--- src/rtl/ipa_gcm_arb_pkg.sv ---
// Shared types and constants for the GCM port arbiter.
// Latency: n/a (package only).
// Backpressure: n/a (package only).
package ipa_gcm_arb_pkg;

   // Who owns the response returning from a bank one cycle after its request
   typedef enum logic [1:0] {
      OWN_NONE = 2'd0,
      OWN_CTX  = 2'd1,
      OWN_DMA  = 2'd2
   } gcm_owner_e;

   // Fixed SRAM read latency; the response trackers are a single register stage
   localparam int   SRAM_LATENCY = 1;

   // wen encoding on the bank ports: 1 = read, 0 = write
   localparam logic WEN_READ     = 1'b1;

endpackage

--- src/rtl/ipa_gcm_resp_tracker.sv ---
// Per-bank response tracker: remembers who was granted a bank last cycle and the DMA ID.
// Latency: owner/rvalid/rid appear one cycle after the grant (SRAM_LATENCY).
// Backpressure: none; responses cannot be stalled, they are reported exactly once.
//
// Ports:
//   clk, rst_n   : clock, async active-low reset (drops any in-flight response)
//   i_ctx_gnt    : context fetcher owns this bank this cycle
//   i_dma_gnt    : DMA owns this bank this cycle
//   i_id         : DMA transaction ID, captured only on a DMA grant
//   o_owner      : owner of the response currently returning
//   o_dma_rvalid : DMA response valid (reads and writes)
//   o_rid        : ID of the last granted DMA transaction
module ipa_gcm_resp_tracker
   import ipa_gcm_arb_pkg::*;
#(
   parameter int ID_WIDTH = 20
) (
   input  logic                clk,
   input  logic                rst_n,
   input  logic                i_ctx_gnt,
   input  logic                i_dma_gnt,
   input  logic [ID_WIDTH-1:0] i_id,
   output gcm_owner_e          o_owner,
   output logic                o_dma_rvalid,
   output logic [ID_WIDTH-1:0] o_rid
);

   gcm_owner_e          r_owner;
   logic [ID_WIDTH-1:0] r_rid;

   always_ff @(posedge clk or negedge rst_n) begin
      if (!rst_n) begin
         r_owner <= OWN_NONE;
         r_rid   <= '0;
      end else begin
         if (i_ctx_gnt)
            r_owner <= OWN_CTX;
         else if (i_dma_gnt)
            r_owner <= OWN_DMA;
         else
            r_owner <= OWN_NONE;
         // rid is held across ctx responses so a ctx read never overwrites it
         if (i_dma_gnt && !i_ctx_gnt)
            r_rid <= i_id;
      end
   end

   assign o_owner      = r_owner;
   assign o_dma_rvalid = (r_owner == OWN_DMA);
   assign o_rid        = r_rid;

endmodule

--- src/rtl/ipa_gcm_port_arbiter.sv ---
// Arbitrates GCM SRAM banks between the lockstep context fetcher and per-bank DMA requests.
// Latency: grants combinational in the request cycle; responses one cycle later.
// Backpressure: ctx wins ties, but after MAX_CTX_BURST back-to-back ctx grants with DMA waiting, DMA wins one cycle.
//
// Ports:
//   ctx_*  : context fetch request/grant, read response (bank0 in the MSBs of ctx_rdata_o)
//   dma_*  : per-bank crossbar request/grant and response (bank b at slice b of each bus)
//   mem_*  : SRAM bank ports (bank b at slice b of each bus)
//   busy_o : context request present or a context response still returning
module ipa_gcm_port_arbiter
   import ipa_gcm_arb_pkg::*;
#(
   parameter int NB_BANKS       = 2,
   parameter int ADDR_MEM_WIDTH = 12,
   parameter int DATA_WIDTH     = 32,
   parameter int BE_WIDTH       = 4,
   parameter int ID_WIDTH       = 20,
   parameter int MAX_CTX_BURST  = 16
) (
   input  logic                             clk,
   input  logic                             rst_n,
   input  logic                             ctx_req_i,
   input  logic [ADDR_MEM_WIDTH-1:0]        ctx_addr_i,
   output logic                             ctx_gnt_o,
   output logic                             ctx_rvalid_o,
   output logic [NB_BANKS*DATA_WIDTH-1:0]   ctx_rdata_o,
   input  logic [NB_BANKS-1:0]              dma_req_i,
   input  logic [NB_BANKS*ADDR_MEM_WIDTH-1:0] dma_add_i,
   input  logic [NB_BANKS-1:0]              dma_wen_i,
   input  logic [NB_BANKS*DATA_WIDTH-1:0]   dma_wdata_i,
   input  logic [NB_BANKS*BE_WIDTH-1:0]     dma_be_i,
   input  logic [NB_BANKS*ID_WIDTH-1:0]     dma_id_i,
   output logic [NB_BANKS-1:0]              dma_gnt_o,
   output logic [NB_BANKS-1:0]              dma_rvalid_o,
   output logic [NB_BANKS*DATA_WIDTH-1:0]   dma_rdata_o,
   output logic [NB_BANKS*ID_WIDTH-1:0]     dma_rid_o,
   output logic [NB_BANKS-1:0]              mem_req_o,
   output logic [NB_BANKS*ADDR_MEM_WIDTH-1:0] mem_add_o,
   output logic [NB_BANKS-1:0]              mem_wen_o,
   output logic [NB_BANKS*DATA_WIDTH-1:0]   mem_wdata_o,
   output logic [NB_BANKS*BE_WIDTH-1:0]     mem_be_o,
   input  logic [NB_BANKS*DATA_WIDTH-1:0]   mem_rdata_i,
   output logic                             busy_o
);

   localparam int             CW      = $clog2(MAX_CTX_BURST + 1);
   localparam logic [CW-1:0]  MAX_CNT = CW'(MAX_CTX_BURST);

   logic [CW-1:0]       r_starv_cnt;
   logic                w_dma_any;
   logic                w_starved;
   logic                w_ctx_gnt;
   logic [NB_BANKS-1:0] w_dma_gnt;
   gcm_owner_e          w_owner [NB_BANKS];
   logic                w_ctx_pending;

   assign w_dma_any = |dma_req_i;
   assign w_starved = (r_starv_cnt == MAX_CNT);
   // ctx only yields when DMA is waiting and the burst budget is spent
   assign w_ctx_gnt = ctx_req_i && !(w_dma_any && w_starved);
   assign w_dma_gnt = w_ctx_gnt ? '0 : dma_req_i;

   assign ctx_gnt_o = w_ctx_gnt;
   assign dma_gnt_o = w_dma_gnt;

   // Counts ctx grants taken while DMA was waiting; anything else restarts the budget
   always_ff @(posedge clk or negedge rst_n) begin
      if (!rst_n)
         r_starv_cnt <= '0;
      else if (w_ctx_gnt && w_dma_any) begin
         if (!w_starved)
            r_starv_cnt <= r_starv_cnt + 1'b1;
      end else
         r_starv_cnt <= '0;
   end

   // Bank port mux; idle banks are driven to zero
   always_comb begin
      mem_req_o   = '0;
      mem_add_o   = '0;
      mem_wen_o   = {NB_BANKS{WEN_READ}};
      mem_wdata_o = '0;
      mem_be_o    = '0;
      for (int b = 0; b < NB_BANKS; b++) begin
         if (w_ctx_gnt) begin
            mem_req_o[b]                               = 1'b1;
            mem_add_o[b*ADDR_MEM_WIDTH +: ADDR_MEM_WIDTH] = ctx_addr_i;
            mem_wen_o[b]                               = WEN_READ;
            mem_be_o[b*BE_WIDTH +: BE_WIDTH]           = '1;
         end else if (w_dma_gnt[b]) begin
            mem_req_o[b]                               = 1'b1;
            mem_add_o[b*ADDR_MEM_WIDTH +: ADDR_MEM_WIDTH] = dma_add_i[b*ADDR_MEM_WIDTH +: ADDR_MEM_WIDTH];
            mem_wen_o[b]                               = dma_wen_i[b];
            mem_wdata_o[b*DATA_WIDTH +: DATA_WIDTH]    = dma_wdata_i[b*DATA_WIDTH +: DATA_WIDTH];
            mem_be_o[b*BE_WIDTH +: BE_WIDTH]           = dma_be_i[b*BE_WIDTH +: BE_WIDTH];
         end
      end
   end

   // Context view reverses bank order: bank0 lands in the MSBs
   always_comb begin
      ctx_rdata_o = '0;
      for (int b = 0; b < NB_BANKS; b++)
         ctx_rdata_o[(NB_BANKS-1-b)*DATA_WIDTH +: DATA_WIDTH] = mem_rdata_i[b*DATA_WIDTH +: DATA_WIDTH];
   end

   assign dma_rdata_o = mem_rdata_i;

   for (genvar b = 0; b < NB_BANKS; b++) begin : g_trk
      ipa_gcm_resp_tracker #(.ID_WIDTH(ID_WIDTH)) u_trk (
         .clk          (clk),
         .rst_n        (rst_n),
         .i_ctx_gnt    (w_ctx_gnt),
         .i_dma_gnt    (w_dma_gnt[b]),
         .i_id         (dma_id_i[b*ID_WIDTH +: ID_WIDTH]),
         .o_owner      (w_owner[b]),
         .o_dma_rvalid (dma_rvalid_o[b]),
         .o_rid        (dma_rid_o[b*ID_WIDTH +: ID_WIDTH])
      );
   end

   // ctx always owns every bank together, so bank 0 speaks for all
   assign ctx_rvalid_o = (w_owner[0] == OWN_CTX);

   always_comb begin
      w_ctx_pending = 1'b0;
      for (int b = 0; b < NB_BANKS; b++)
         if (w_owner[b] == OWN_CTX)
            w_ctx_pending = 1'b1;
   end

   assign busy_o = ctx_req_i | w_ctx_pending;

endmodule

--- config.mk ---
export PLATFORM = sky130hd
export DESIGN_NAME = ipa_gcm_port_arbiter
export DESIGN_NICKNAME = d
export VERILOG_FILES = /design/src/rtl/ipa_gcm_arb_pkg.sv /design/src/rtl/ipa_gcm_resp_tracker.sv /design/src/rtl/ipa_gcm_port_arbiter.sv
export SDC_FILE = /design/constraint.sdc
export NUM_CORES = 1
export LEC_CHECK = 0
export ABC_CLOCK_PERIOD_IN_PS = 3600
export CAP_MARGIN = 20
export CORE_AREA = 5 5 190 192
export CTS_CLUSTER_SIZE = 14
export DETAILED_ROUTE_END_ITERATION = 7
export DIE_AREA = 0 0 195 197
export GPL_TIMING_DRIVEN = 0
export REMOVE_ABC_BUFFERS = 1
export SLEW_MARGIN = 20
export SYNTH_ARGS = -nofsm -noshare
export SYNTH_HDL_FRONTEND = slang
export SYNTH_HIERARCHICAL = 1
export SYNTH_SLANG_ARGS = --single-unit
--- constraint.sdc ---
create_clock -name clk -period 3.6 [get_ports clk]
set_input_delay 0.72 -clock clk [delete_from_list [all_inputs] [get_ports clk]]
set_output_delay 0.72 -clock clk [all_outputs]
set_load 0.03 [all_outputs]
==> impl_metrics.json <==
{
  "cts_root_buffer": "clkbuf_16",
  "synth_flop_cell": "dfrtp_1",
  "yosysSeqAreaShare_pct": 31.7,
  "rows": 68,
  "ys_ff_latch": 49,
  "areaGrowthSynthToFinish_pct": 71.2,
  "port_buffers": 301,
  "rsz0062_at_grt": "false",
  "pwr-share-seq_pct": 31.0,
  "clockPowerShare_pct": 21.3,
  "dpl.hpwl_um": 24100,
  "synth.distinct_cells": 27,
  "dp_slack_ns": -0.464,
  "crit_arrival_ns": 2.77,
  "synth.most_common_cell": "buf_4",
  "comb_power_share_pct": 47.7,
  "critPathMaxFanout": 35,
  "die_y_um": 197,
  "top_level_ports": 494,
  "start_util_pct": 11.3,
  "avgSynthCellArea_um2": 10.7,
  "grt_pass1_wl_um": 36700,
  "routabilityCongestion": 0.803,
  "cts_buffers": 5,
  "slew_viol_final": 0,
  "n_antenna_cell": 0,
  "end_kind": "output pin",
  "fin_nets": 755,
  "peakVddDrop_v": 0.000162,
  "crit_path_start_kind": "primary input",
  "grt_max_degree": 50,
  "drive_gt1_share_pct": 11.8,
  "async_flop_share_pct": 100,
  "grt_overflow": 0,
  "setup_viol": 0,
  "maxSlewHeadroom_pct": 36.5,
  "synth_top_area_share_pct": 31.7,
  "timing.final.crit_share_pct": 96.9,
  "vias": 3487,
  "p_leak_nw": 2.61,
  "synth_area_um2": 3870,
  "required_ns": 2.88,
  "crit_path_start": "ctx_req_i",
  "maxCapViolCount": 0,
  "max_freq_ghz": 0.287,
  "powerDensity_nw_per_um2": 336,
  "finalWirelength_um": 28400,
  "drc_errors": 0,
  "power.share.switching_pct": 35.0,
  "setup_tns_ns": 0,
  "ctsHoldBuffers": 0,
  "crit_family": "buffers and inverters",
  "clk_pin_slew_ns": 0.07,
  "hp-class": "primary input to asynchronous set/reset pin",
  "intPower_mw": 1.45,
  "cts_sinks": 49,
  "wl_per_cell_um": 28.7,
  "drt.antenna.violating_nets": 0,
  "dr.pass1.iters": 4,
  "grt_pass1_vias": 3909,
  "htreeDepth": 2,
  "crit_type": "primary input to output pin",
  "cts_buffer_depth": 2,
  "tightest_slew_ns": 0.951,
  "fin_skew_ns": 0.00614,
  "p_sw_mw": 0.777,
  "crit_chain": "clkdlybuf4s15_1, o21a_2, buf_12, a22o_1, clkdlybuf4s50_1",
  "final_cell_area_um2": 6630,
  "placed_cell_area_um2": 6410,
  "antenna_found_initial": 5,
  "yosysTopAreaCell": "dfrtp_1",
  "coreArea_um2": 34200,
  "slowest_stage": "clkdlybuf4s50_1",
  "status": "complete, no violations",
  "timing.rr.start": "r_starv_cnt[0]$_DFFE_PN0P_",
  "dieArea_um2": 38400,
  "syn_inst": 361,
  "fin_crit_ns": 3.49,
  "critPathBufInv": 3,
  "worst_slack_ns": 0.112,
  "cts_tree": "built",
  "grt_use_total_pct": 14.1,
  "whs_ns": 0.461,
  "synth_warnings": 6,
  "ys_top_cells_by_area": "dfrtp_1 (32%), buf_4 (25%), mux2_4 (15%), and2_1 (10%), a22o_1 (5.4%)",
  "cpPeakStageDelay_ns": 0.68,
  "hold_violations": 0,
  "clkLatencyLatePin_ns": 0.29,
  "vias_per_cell": 3.52,
  "synth_edf_count": 0,
  "synthTopCellsByCount": "buf_4 (130), and2_1 (64), dfrtp_1 (49)",
  "die_w_um": 195,
  "drt_iter0_markers": 154
}
cells in the final DEF, fill, tap and decap left out, types with 2 or more instances in the layout:
cell type | Yosys | routed
a22o_1 | 24 | 24
a21boi_4 | 0 | 3
buf_16 | 0 | 2
ha_1 | 2 | 2
nand3_1 | 2 | 2
nand2b_1 | 2 | 2
and2_1 | 64 | 64
clkinvlp_4 | 0 | 2
mux2_2 | 2 | 2
clkbuf_16 | 0 | 5
clkdlybuf4s50_1 | 0 | 289
dfrtp_1 | 49 | 49
nor2b_1 | 3 | 3
nor2_1 | 5 | 5
or2_1 | 2 | 2
nor2b_4 | 2 | 2
mux2_4 | 38 | 38
inv_1 | 4 | 4
a21o_1 | 8 | 8
buf_4 | 130 | 4
xor2_1 | 2 | 2
dlygate4sd2_1 | 0 | 9
buf_12 | 4 | 3
power groups by stage:
| stage | Combinational (mW) | Sequential (mW) | Clock (mW) |
|---|---|---|---|
| final | 1.06 | 0.690 | 0.473 |
| after global routing | 1.11 | 0.701 | 0.525 |
| after CTS | 1.08 | 0.691 | 0.509 |
| after detailed placement | 1.07 | 0.700 | 0 |
| after global placement | 1.06 | 0.696 | 0 |
| after floorplan | 0.329 | 0.869 | 0 |
per-stage QoR:
stage | util, % | cells | total power, mW
2_1_floorplan | - | 217 | 1.20
3_3_place_gp | 18.5 | 973 | 1.75
3_5_place_dp | 18.7 | 976 | 1.77
4_1_cts | 19.4 | 990 | 2.28
5_1_grt | 19.4 | 990 | 2.34
6_report | 19.4 | 990 | 2.22
cells by family (layout without fill, tap and decap cells):
| logic type | after synthesis | count (layout) | synth area share [%] |
|---|---|---|---|
| mux | 40 | 40 | 15.3 |
| fa+ha+maj | 2 | 2 | 0.647 |
| buf+inv | 148 | 321 | 29.6 |
| simple gates | 83 | 83 | 14.0 |
| flops | 49 | 49 | 31.7 |
| xor+xnor | 3 | 3 | 0.679 |
| compound gates | 36 | 37 | 7.99 |
state kept, by name (all words and copies together) (netlist names):
register / count
g_trk.u_trk/o_rid: 40
g_trk.u_trk/o_owner: 4
r_starv_cnt: 5
routing by layer:
metal,GRT usage (%),vias up,routed length [µm]
met1,16.2,1647,11300
li1,-,1400,-
met2,17.3,396,9940
met5,6.42,-,386
met3,16.0,26,6700
met4,1.22,18,138
area by class of cell:
type                            count  area [µm²]
Fill cell                        3772       27600
Timing Repair Buffer              309        3140
Multi-Input combinational cell    165        1530
Sequential cell                    49        1230
Tap cell                          455         569
Clock buffer                        6         129
Clock inverter                      2        15.0
Inverter                            4        15.0
repair_timing:
action / in CTS / in global routing
gates cloned: 1 / 0
endpoints found under the setup margin: 103 / 6
hold endpoints to repair: 0 / 0
resized for setup: 11 / 2
setup buffers: 5 / 0
pin swaps: 1 / 0
worst paths after layout:
kind	to	cells after the start	slack (ns)
max	mem_add_o[3]	5	0.11
min	g_trk[0].u_trk/o_rid[2]$_DFFE_PN0P_	1	0.46
max reg2reg	g_trk[0].u_trk/o_rid[16]$_DFFE_PN0P_	6	0.86
min reg2reg	r_starv_cnt[0]$_DFFE_PN0P_	1	0.49
max in group asynchronous	g_trk[0].u_trk/o_owner[1]$_DFF_PN0_	1	2.70
min in group clk	r_starv_cnt[0]$_DFFE_PN0P_	1	0.49
Power figures use the tool's default switching activity.
